$ cat src/rtl/jpeg_pkg.sv
// Shared types and constants for the JPEG coefficient path: component tags,
// sequencer states and the zigzag-to-raster address table.
package jpeg_pkg;

  localparam int COEF_W_DEF = 11;

  typedef enum logic [1:0] {
    COMP_Y  = 2'd0,
    COMP_CB = 2'd1,
    COMP_CR = 2'd2
  } comp_t;

  typedef enum logic [2:0] {
    S_IDLE,
    S_PRIME,
    S_STREAM,
    S_WAIT_DONE,
    S_NEXT
  } seq_state_t;

  // ZZ[k] = raster address (row*8+col) of the k-th coefficient in zigzag order
  localparam logic [5:0] ZZ [64] = '{
    6'd0,  6'd1,  6'd8,  6'd16, 6'd9,  6'd2,  6'd3,  6'd10,
    6'd17, 6'd24, 6'd32, 6'd25, 6'd18, 6'd11, 6'd4,  6'd5,
    6'd12, 6'd19, 6'd26, 6'd33, 6'd40, 6'd48, 6'd41, 6'd34,
    6'd27, 6'd20, 6'd13, 6'd6,  6'd7,  6'd14, 6'd21, 6'd28,
    6'd35, 6'd42, 6'd49, 6'd56, 6'd57, 6'd50, 6'd43, 6'd36,
    6'd29, 6'd22, 6'd15, 6'd23, 6'd30, 6'd37, 6'd44, 6'd51,
    6'd58, 6'd59, 6'd52, 6'd45, 6'd38, 6'd31, 6'd39, 6'd46,
    6'd53, 6'd60, 6'd61, 6'd54, 6'd47, 6'd55, 6'd62, 6'd63
  };

endpackage

$ cat src/rtl/coef_sequencer_if.sv
// Block-buffer and run-encoder signals of the coefficient sequencer.
// master = sequencer side, slave = buffer/encoder side.
interface coef_sequencer_if #(
  parameter int COEF_W = 11
);
  logic                     blk_valid;
  logic                     blk_release;
  logic [5:0]               mem_addr;
  logic signed [COEF_W-1:0] mem_rdata;
  logic                     enc_ena;
  logic                     enc_rdy;
  logic signed [COEF_W-1:0] enc_in;
  logic                     enc_done;
  logic [1:0]               comp;
  logic                     mcu_done;
  logic                     rst_marker;

  modport master (
    input  blk_valid, mem_rdata, enc_rdy, enc_done,
    output blk_release, mem_addr, enc_ena, enc_in, comp, mcu_done, rst_marker
  );

  modport slave (
    output blk_valid, mem_rdata, enc_rdy, enc_done,
    input  blk_release, mem_addr, enc_ena, enc_in, comp, mcu_done, rst_marker
  );
endinterface

$ cat src/rtl/coef_sequencer_dc_predictor.sv
// Per-component DC predictors: saturated difference of the incoming DC
// against the previous DC of the same component.
module dc_predictor
  import jpeg_pkg::*;
#(
  parameter int COEF_W = COEF_W_DEF
) (
  input  logic                     clk,
  input  logic                     rst_n,
  input  logic                     i_clr,
  input  logic                     i_upd,
  input  comp_t                    i_comp,
  input  logic signed [COEF_W-1:0] i_coef,
  output logic signed [COEF_W-1:0] o_diff
);

  localparam logic signed [COEF_W-1:0] MAX_V = {1'b0, {(COEF_W-1){1'b1}}};
  localparam logic signed [COEF_W-1:0] MIN_V = {1'b1, {(COEF_W-1){1'b0}}};

  logic signed [COEF_W-1:0] r_pred [3];
  logic signed [COEF_W-1:0] w_pred;
  logic signed [COEF_W:0]   w_sub;

  assign w_pred = r_pred[i_comp];
  assign w_sub  = {i_coef[COEF_W-1], i_coef} - {w_pred[COEF_W-1], w_pred};

  // the two top bits disagree exactly when the difference overflows COEF_W
  always_comb begin
    o_diff = w_sub[COEF_W-1:0];
    if (w_sub[COEF_W] != w_sub[COEF_W-1]) begin
      o_diff = w_sub[COEF_W] ? MIN_V : MAX_V;
    end
  end

  always_ff @(posedge clk) begin
    if (!rst_n || i_clr) begin
      for (int unsigned i = 0; i < 3; i++) begin
        r_pred[i] <= '0;
      end
    end else if (i_upd) begin
      r_pred[i_comp] <= i_coef;
    end
  end

endmodule

$ cat src/rtl/coef_sequencer.sv
// Streams 8x8 blocks from the block buffer to the run encoder in zigzag order,
// DC-differenced per component. Restart markers: define COEF_SEQ_RESTART_EN.
module coef_sequencer
  import jpeg_pkg::*;
#(
  parameter int Y_BLOCKS     = 4,
  parameter int COEF_W       = COEF_W_DEF,
  parameter int RST_INTERVAL = 8
) (
  input  logic               clk,
  input  logic               rst_n,
  input  logic               frame_start,
  coef_sequencer_if.master   bus
);

  if (!(Y_BLOCKS == 1 || Y_BLOCKS == 2 || Y_BLOCKS == 4) || RST_INTERVAL < 1) begin : g_bad_cfg
    $error("coef_sequencer: unsupported Y_BLOCKS or RST_INTERVAL");
  end

  localparam logic [2:0] CB_IDX = 3'(Y_BLOCKS);
  localparam logic [2:0] CR_IDX = 3'(Y_BLOCKS + 1);

  seq_state_t               r_state, w_state_nxt;
  logic [5:0]               r_k;
  logic [5:0]               w_k_nxt;
  logic [2:0]               r_blk_cnt;
  logic                     r_fs_pend;
  logic                     w_ena, w_fire, w_last_blk, w_fs_apply;
  logic                     w_mcu_done, w_rst_mark, w_pred_clr;
  comp_t                    w_comp;
  logic signed [COEF_W-1:0] w_diff;

  assign w_ena      = (r_state == S_STREAM);
  assign w_fire     = w_ena && bus.enc_rdy;
  assign w_k_nxt    = w_fire ? r_k + 6'd1 : r_k;
  assign w_last_blk = (r_blk_cnt == CR_IDX);
  assign w_mcu_done = (r_state == S_NEXT) && w_last_blk;
  // a frame_start seen mid-block waits here until the block is retired
  assign w_fs_apply = (frame_start || r_fs_pend) &&
                      (r_state == S_IDLE || r_state == S_NEXT);

  always_comb begin
    w_comp = COMP_CR;
    if (r_blk_cnt < CB_IDX)       w_comp = COMP_Y;
    else if (r_blk_cnt == CB_IDX) w_comp = COMP_CB;
  end

  always_comb begin
    w_state_nxt = r_state;
    unique case (r_state)
      S_IDLE:      if (bus.blk_valid) w_state_nxt = S_PRIME;
      S_PRIME:     w_state_nxt = S_STREAM;
      S_STREAM:    if (w_fire && r_k == 6'd63)
                     w_state_nxt = bus.enc_done ? S_NEXT : S_WAIT_DONE;
      S_WAIT_DONE: if (bus.enc_done) w_state_nxt = S_NEXT;
      S_NEXT:      w_state_nxt = S_IDLE;
      default:     w_state_nxt = S_IDLE;
    endcase
  end

  always_ff @(posedge clk) begin
    if (!rst_n) begin
      r_state   <= S_IDLE;
      r_k       <= '0;
      r_blk_cnt <= '0;
      r_fs_pend <= 1'b0;
    end else begin
      r_state <= w_state_nxt;
      if (w_fire) r_k <= r_k + 6'd1;
      if (w_fs_apply)             r_blk_cnt <= '0;
      else if (r_state == S_NEXT) r_blk_cnt <= w_last_blk ? 3'd0 : r_blk_cnt + 3'd1;
      if (w_fs_apply)       r_fs_pend <= 1'b0;
      else if (frame_start) r_fs_pend <= 1'b1;
    end
  end

`ifdef COEF_SEQ_RESTART_EN
  logic [15:0] r_mcu_cnt;

  assign w_rst_mark = w_mcu_done && (r_mcu_cnt == 16'(RST_INTERVAL - 1));

  always_ff @(posedge clk) begin
    if (!rst_n || w_fs_apply || w_rst_mark) r_mcu_cnt <= '0;
    else if (w_mcu_done)                    r_mcu_cnt <= r_mcu_cnt + 16'd1;
  end
`else
  assign w_rst_mark = 1'b0;
`endif

  assign w_pred_clr = w_fs_apply || w_rst_mark;

  dc_predictor #(.COEF_W(COEF_W)) u_dc (
    .clk    (clk),
    .rst_n  (rst_n),
    .i_clr  (w_pred_clr),
    .i_upd  (w_fire && r_k == 6'd0),
    .i_comp (w_comp),
    .i_coef (bus.mem_rdata),
    .o_diff (w_diff)
  );

  assign bus.mem_addr    = ZZ[w_k_nxt];
  assign bus.enc_ena     = w_ena;
  assign bus.enc_in      = !w_ena ? '0 : (r_k == 6'd0) ? w_diff : bus.mem_rdata;
  assign bus.comp        = w_comp;
  assign bus.blk_release = (r_state == S_NEXT);
  assign bus.mcu_done    = w_mcu_done;
  assign bus.rst_marker  = w_rst_mark;

endmodule

$ cat src/flat_wrapper.sv
// flat-port wrapper written by rule: the top's interface ports become plain ports
module coef_sequencer_flat import jpeg_pkg::*;
#(
  parameter int Y_BLOCKS     = 4,
  parameter int COEF_W       = COEF_W_DEF,
  parameter int RST_INTERVAL = 8
)
  (clk, rst_n, frame_start, bus_blk_valid, bus_mem_rdata, bus_enc_rdy, bus_enc_done, bus_blk_release, bus_mem_addr, bus_enc_ena, bus_enc_in, bus_comp, bus_mcu_done, bus_rst_marker);
  coef_sequencer_if #(.COEF_W(COEF_W)) bus_i ();
  input  logic clk;
  input  logic rst_n;
  input  logic frame_start;
  input wire logic [$bits(bus_i.blk_valid)-1:0] bus_blk_valid;
  input wire logic [$bits(bus_i.mem_rdata)-1:0] bus_mem_rdata;
  input wire logic [$bits(bus_i.enc_rdy)-1:0] bus_enc_rdy;
  input wire logic [$bits(bus_i.enc_done)-1:0] bus_enc_done;
  output wire logic [$bits(bus_i.blk_release)-1:0] bus_blk_release;
  output wire logic [$bits(bus_i.mem_addr)-1:0] bus_mem_addr;
  output wire logic [$bits(bus_i.enc_ena)-1:0] bus_enc_ena;
  output wire logic [$bits(bus_i.enc_in)-1:0] bus_enc_in;
  output wire logic [$bits(bus_i.comp)-1:0] bus_comp;
  output wire logic [$bits(bus_i.mcu_done)-1:0] bus_mcu_done;
  output wire logic [$bits(bus_i.rst_marker)-1:0] bus_rst_marker;
  assign bus_i.blk_valid = bus_blk_valid;
  assign bus_i.mem_rdata = bus_mem_rdata;
  assign bus_i.enc_rdy = bus_enc_rdy;
  assign bus_i.enc_done = bus_enc_done;
  assign bus_blk_release = bus_i.blk_release;
  assign bus_mem_addr = bus_i.mem_addr;
  assign bus_enc_ena = bus_i.enc_ena;
  assign bus_enc_in = bus_i.enc_in;
  assign bus_comp = bus_i.comp;
  assign bus_mcu_done = bus_i.mcu_done;
  assign bus_rst_marker = bus_i.rst_marker;
  coef_sequencer #(.Y_BLOCKS(Y_BLOCKS), .COEF_W(COEF_W), .RST_INTERVAL(RST_INTERVAL)) u_core (.clk(clk), .rst_n(rst_n), .frame_start(frame_start), .bus(bus_i));
endmodule
$ cat config.mk
export PLATFORM = sky130hd
export DESIGN_NAME = coef_sequencer_flat
export DESIGN_NICKNAME = d
export VERILOG_FILES = /design/src/rtl/jpeg_pkg.sv /design/src/rtl/coef_sequencer_if.sv /design/src/rtl/coef_sequencer_dc_predictor.sv /design/src/rtl/coef_sequencer.sv /design/src/flat_wrapper.sv
export SDC_FILE = /design/constraint.sdc
export NUM_CORES = 1
export LEC_CHECK = 0
export BUFFER_PORTS_ARGS = -buffer_cell sky130_fd_sc_hd__buf_2
export CAP_MARGIN = 20
export CORE_MARGIN = 1
export CORE_UTILIZATION = 53
export DETAILED_ROUTE_END_ITERATION = 8
export GPL_TIMING_DRIVEN = 0
export HOLD_SLACK_MARGIN = 0.15
export PLACE_DENSITY = 0.73
export SLEW_MARGIN = 5
export SYNTH_ARGS = -nofsm -noshare
export SYNTH_HDL_FRONTEND = slang
export SYNTH_SLANG_ARGS = --single-unit
$ cat constraint.sdc
create_clock -name clk -period 4.1 [get_ports clk]
set_input_delay 0.41 -clock clk [delete_from_list [all_inputs] [get_ports clk]]
set_output_delay 0.41 -clock clk [all_outputs]
set_load 0.02 [all_outputs]
**Yosys cells after proc, flatten, opt, wreduce, memory -nomap -nowiden**

Memory sizes are Yosys's and may differ from the RTL's.
Index checks and enable logic that the tools add are counted.

- Memory bits (read-only): 384
- Bits of input ports: 17
- Latch bits: 0
- Logic and storage cells: 61
- Memories: 2
- Register bits after elaboration: 13
- Bits in writable memories: 33

Memories:

| memory | depth | bits a word | read ports | clocked after memory_dff | write ports | line | text |
|---|---|---|---|---|---|---|---|
| (name not given) | 64 | 6 | 1 | 0 | 0 | coef_sequencer.sv:102 | `assign bus.mem_addr = ZZ[w_k_nxt];` |
| u_core.u_dc.r_pred | 3 | 11 | 1 | 0 | 3 | coef_sequencer_dc_predictor.sv:20 | `logic signed [COEF_W-1:0] r_pred [3];` |

- Bitwise operators: 2
- Equal/unequal tests: 11
- Div/mod/pow operators: 0
- Shift-type cells: 0
- Reductions and logical operators: 14
- $lt $le $gt $ge: 2
- Multipliers: 0
- Add/subtract/negate cells: 3
- Mux-type cells: 23

Operators by type and width:

| kind | count |
|---|---|
| 2-to-1 mux 11 bit | 5 |
| 2-to-1 mux 6 bit | 3 |
| 2-to-1 mux 3 bit | 5 |
| one-hot mux 3 bit (4 select lines) | 1 |
| subtractor 11 x 11 -> 12 bit | 1 |
| OR reduction 11 bit | 1 |
| == test 3 bit, second input constant | 3 |
| greater-or-equal comparator 7 bit, second input constant | 1 |
| inverter 6 -> 7 bit | 1 |
| adder 6 x 1 -> 6 bit, second input constant | 1 |
| == test 3 x 2 -> 1 bit, second input constant | 2 |
| == test 6 bit, second input constant | 1 |
| zero test 6 bit | 1 |
| 2-to-1 mux 1 bit | 6 |
| 2-to-1 mux 2 bit | 3 |
| != test 2 bit, second input constant | 3 |
| logical AND 1 bit | 5 |
| adder 3 x 1 -> 3 bit, second input constant | 1 |
| == test 3 x 1 -> 1 bit, second input constant | 1 |
| zero test 3 bit | 1 |
| logical OR 1 bit | 3 |
| < comparator 3 bit, second input constant | 1 |
| AND reduction 3 bit | 1 |
| OR reduction 2 bit | 1 |
| other kinds (3) | 3 |

**Depth between registers and ports, before layout**

An unclocked memory read counts as a cell.

- Depth in word-level cells: 9
- Gate-level depth with buffers: 13
- Mapped depth without buffers: 11

**Modules after synthesis**

From an unflattened synthesis, not the netlist that was laid out.

- Cell total of the unflattened synthesis: 571
- Area total of the unflattened synthesis: 5143.7 um^2

Modules (own cells, without submodules):

| module | cells each | area an instance (um^2) | times used |
|---|---|---|---|
| coef_sequencer | 376 | 2640.0 | 1 |
| dc_predictor | 195 | 2503.7 | 1 |

**Worst setup path after synthesis**

OpenSTA, ideal clock, no wires.

- Path type: register to output
- From: register u_core.r_blk_cnt[2]
- To: output port bus_enc_in[8]
- Setup slack: 637 ps
- Buffers on the path: 2
- Data arrival time: 3053 ps
- Cell stages (with the launch flop): 12
- Path through: dfxtp_1 clkbuf_1 buf_1 a21oi_1 ha_1 fa_1 nor2b_1 o2111ai_1 a21oi_1 nor3_1 a2111oi_4 o32a_1

- Longest elaborated chain between the ends: 9
- Elaborated cells between the ends (all ways): 11

Ends and longest elaborated chain:

| what | line | text |
|---|---|---|
| start: declaration | coef_sequencer.sv:26 | `logic [2:0] r_blk_cnt;` |
| start signal: assignment | coef_sequencer.sv:71 | `else if (r_state == S_NEXT) r_blk_cnt <= w_last_blk ? 3'd0 : r_blk_cnt + 3'd1;` |
| branches (longest 2 deep; another with < comparator 3 bit) | -- |  |
| 2-to-1 mux 2 bit * | coef_sequencer.sv:44 | `if (r_blk_cnt < CB_IDX) w_comp = COMP_Y;` |
| memory (3 x 11 bit) * | -- |  |
| subtractor 11 x 11 -> 12 bit * | coef_sequencer_dc_predictor.sv:25 | `assign w_sub = {i_coef[COEF_W-1], i_coef} - {w_pred[COEF_W-1], w_pred};` |
| 2-to-1 mux 11 bit or != test 1 bit (tied branches) | coef_sequencer_dc_predictor.sv:31, coef_sequencer_dc_predictor.sv:30 |  |
| 2-to-1 mux 11 bit * | coef_sequencer_dc_predictor.sv:30 | `if (w_sub[COEF_W] != w_sub[COEF_W-1]) begin` |
| 2-to-1 mux 11 bit * (2 in series) | coef_sequencer.sv:104 | `assign bus.enc_in = !w_ena ? '0 : (r_k == 6'd0) ? w_diff : bus.mem_rdata;` |
| end: declaration | flat_wrapper.sv:20 | `output wire logic [$bits(bus_i.enc_in)-1:0] bus_enc_in;` |

Every way passes the cells marked *.

**Worst setup path after layout**

- From: register u_core.r_k[1]
- To: output port bus_mem_addr[4]

- Longest elaborated chain between the ends: 6

Ends and longest elaborated chain:

| what | line | text |
|---|---|---|
| start: declaration | coef_sequencer.sv:24 | `logic [5:0] r_k;` |
| start signal: assignment | coef_sequencer.sv:69 | `if (w_fire) r_k <= r_k + 6'd1;` |
| adder 6 x 1 -> 6 bit | coef_sequencer.sv:35 | `assign w_k_nxt = w_fire ? r_k + 6'd1 : r_k;` |
| 2-to-1 mux 6 bit * | coef_sequencer.sv:35 |  |
| via u_core.w_k_nxt[1] | coef_sequencer.sv:25 | `logic [5:0] w_k_nxt;` |
| inverter 6 -> 7 bit (implied by the code) * | coef_sequencer.sv:102 |  |
| memory (64 x 6 bit) * | -- |  |
| 2-to-1 mux 6 bit (implied by the code) * (2 in series) | coef_sequencer.sv:102 |  |
| end: declaration | flat_wrapper.sv:18 | `output wire logic [$bits(bus_i.mem_addr)-1:0] bus_mem_addr;` |

Mark *: on every way through the listed nets, which the timed path passes. The rest lies on a longest branch. The select of a mux whose other input is x is not followed.

==> results.json <==
{
  "hp-class": "in2reg",
  "cp_max_fo": 10,
  "cts_tree": "built",
  "cts_root_buf": "clkbuf_8",
  "insertion_delay_ps": 300,
  "powerDensity_nw_per_um2": 268,
  "routed-via-count": 4148,
  "cp.arrival_ps": 3580,
  "synth_flop_cell": "edfxtp_1",
  "layout.nets": 590,
  "tightestPinTransition_ps": 922,
  "worst_slack_ps": 107,
  "end_kind": "primary output",
  "dp_slack_ps": -164,
  "diodes": 0,
  "p_int_uw": 871,
  "cpMaxStageDelayCell": "dfxtp_1",
  "ios": 40,
  "path_class": "reg2out",
  "grt_pass1_vias": 3772,
  "crit_chain": "clkbuf_2, inv_1, ha_1, a21oi_4, inv_1, ha_1, or3_1, a311oi_1, a2bb2oi_1, a211o_1, buf_2",
  "grt_usage": 0.286,
  "crit_path_start_kind": "register",
  "max_freq_mhz": 250,
  "synth_enable_flop_cells": 33,
  "fin_crit_ps": 3990,
  "power_frac_clock": 0.258,
  "drv_cap": 0,
  "wl_per_cell_um": 18.4,
  "switching_share": 0.321,
  "port-buffer-count": 38,
  "cp_data_required_time_ps": 3690,
  "ys_types": 83,
  "finalHoldViolCount": 0,
  "dp.cells": 636,
  "grt_overflow_total": 0,
  "clockBufferDepth": 2,
  "dieHeight_um": 91.3,
  "grt_pass1_wl_mm": 19.3,
  "period_share": 0.974,
  "layout_common_cells": "buf_2 (49), o21ai_0 (40), and2_1 (34)",
  "syn_to_final_growth_pct": 13.3,
  "grt_max_degree": 20,
  "drt_iter0_markers": 355,
  "p_switching_uw": 411,
  "syn_avg_cell_area_um2": 8.52,
  "slew_headroom": 0.380,
  "max_stage_delay_ps": 420,
  "final_common_cell": "buf_2",
  "die_w_um": 91.3,
  "syn-cell-area_um2": 4230,
  "yosys_warnings": 0,
  "initial_utilization": 0.547,
  "dr.pass1.iters": 5,
  "drc": 0,
  "ys_async_sr_fraction": 0,
  "p_leak_uw": 0.00198,
  "postRouteAntennaNets": 0,
  "cts_num_sinks": 46,
  "gp_congestion": 0.934,
  "outcome": "completed",
  "design.die.area_um2": 8330,
  "drive_gt1_frac": 0.209,
  "antenna_found_initial": 0,
  "setup_viol": 0,
  "synth_fp_nets": 538,
  "tns_ps": 0,
  "fp-row-count": 32,
  "fin_cells": 651,
  "cts_buffers": 5,
  "dpl.hpwl_mm": 8.82,
  "seq_power_share": 0.427,
  "slew_violations": 0,
  "synth_seq_area_share": 0.296,
  "cts_hold_buf": 0,
  "vias_per_cell": 6.37,
  "clock_skew_ps": 5.56,
  "power_frac_comb": 0.315,
  "cts_max_level": 2,
  "wirelength_mm": 12.0,
  "core_um2": 7730,
  "clk_pin_slew_ps": 80,
  "postSynthCellCount": 496,
  "yosys_register_bits": 46,
  "peakVddDrop_uv": 146
}
## stage by stage
stage | util | hold WS [ps] | total power (uW) | instance area (um^2)
floorplan | - | 440 | 830 | 4230
global placement | 0.588 | 450 | 920 | 4540
detailed placement | 0.588 | 465 | 929 | 4540
CTS | 0.608 | 347 | 1270 | 4700
global route | 0.620 | 369 | 1340 | 4790
finish | 0.620 | 347 | 1280 | 4790
## cells in the mapped netlist (3+ instances only)
master / number / area share
buf_1: 3 / 0.0027
o22a_1: 7 / 0.015
and2_1: 34 / 0.050
dfxtp_1: 13 / 0.062
a211o_1: 3 / 0.0062
nor2b_1: 7 / 0.010
inv_1: 10 / 0.0089
a211oi_1: 4 / 0.0071
o221a_2: 3 / 0.0080
o31ai_1: 3 / 0.0053
xor2_1: 4 / 0.0083
xnor2_1: 7 / 0.015
a31oi_1: 8 / 0.012
o21ai_0: 41 / 0.049
edfxtp_1: 33 / 0.23
o32ai_1: 3 / 0.0062
inv_2: 3 / 0.0027
a21o_1: 7 / 0.012
nor2_1: 34 / 0.030
and3_1: 12 / 0.018
o21bai_1: 3 / 0.0053
nand3_1: 22 / 0.026
buf_4: 5 / 0.0089
o2111ai_1: 3 / 0.0062
nand2b_1: 6 / 0.0089
buf_2: 9 / 0.011
o21a_1: 4 / 0.0071
clkbuf_1: 14 / 0.012
o211ai_1: 5 / 0.0089
mux2i_1: 6 / 0.014
nor3b_1: 3 / 0.0053
nor3_1: 16 / 0.019
or3_1: 5 / 0.0074
a21oi_1: 34 / 0.040
o22ai_1: 5 / 0.0074
or2_2: 4 / 0.0059
nand2_1: 32 / 0.028
nor4_1: 3 / 0.0044
ha_1: 24 / 0.071
## timing repair
action | 4_1_cts | 5_1_grt
cloned | 0 | 0
buffers inserted | 3 | 6
resized for setup | 10 | 17
endpoints found under the setup margin | 15 | 13
pin swaps | 2 | 3
## state kept, by name, indices dropped and copies added (netlist names)
signal,count
u_core.u_dc.r_pred,33
u_core.r_k,6
u_core.r_blk_cnt,3
u_core.r_state,3
u_core.r_fs_pend,1
## area by class of cell
class,count,area [um^2]
Tap cell,102,128
Inverter,14,52.6
Timing Repair Buffer,47,258
Fill cell,703,2940
Multi-Input combinational cell,403,2810
Buffer,31,176
Sequential cell,46,1250
Clock buffer,5,68.8
Clock inverter,3,40.0
## kinds of logic (layout without fill, tap and decap cells)
group           Yosys count  count (layout)  share of synthesized area
simple gates            196             196                      0.260
flops                    46              46                      0.296
xor+xnor                 14              14                     0.0370
buf+inv                  47             100                     0.0524
fa+ha+maj                25              25                     0.0758
compound gates          160             160                      0.261
mux                       7               7                     0.0169
other cells               1               1                   0.000888
## path summary, 6_finish.rpt
check	start	end	slack (ps)	cells past startpoint
worst min-delay path	frame_start	u_core.r_fs_pend	350	3
worst max register to register	u_core.r_k[0]	u_core.u_dc.r_pred[0][1]	1160	8
worst min register to register	u_core.r_fs_pend	u_core.r_fs_pend	480	2
worst max-delay path	u_core.r_k[1]	bus_mem_addr[4]	110	11
## power groups by stage
stage | registers [uW] | clock network, uW | logic [uW]
2_1_floorplan | 554 | 0 | 276
3_3_place_gp | 556 | 0 | 364
3_5_place_dp | 557 | 0 | 372
4_1_cts | 547 | 335 | 387
5_1_grt | 551 | 354 | 437
6_report | 547 | 331 | 404
## worst max-delay path, delay by kind of cell, from the launching register on
kind / cells / cell delay [ps]
adder cells (fa/ha/maj): 2 / 770
AND/OR/NAND/NOR: 1 / 390
flip-flops: 1 / 420
AO/OA/AOI/OAI: 4 / 970
buffers and inverters: 4 / 720
## per-layer routing
metal,global-route usage,part of all wire,up-vias
met5,0,0,-
met4,0.0701,0.014,0
met3,0.0243,0.068,18
met2,0.469,0.46,177
met1,0.408,0.46,1993
li1,-,-,1960
Power figures use the tool's default switching activity.
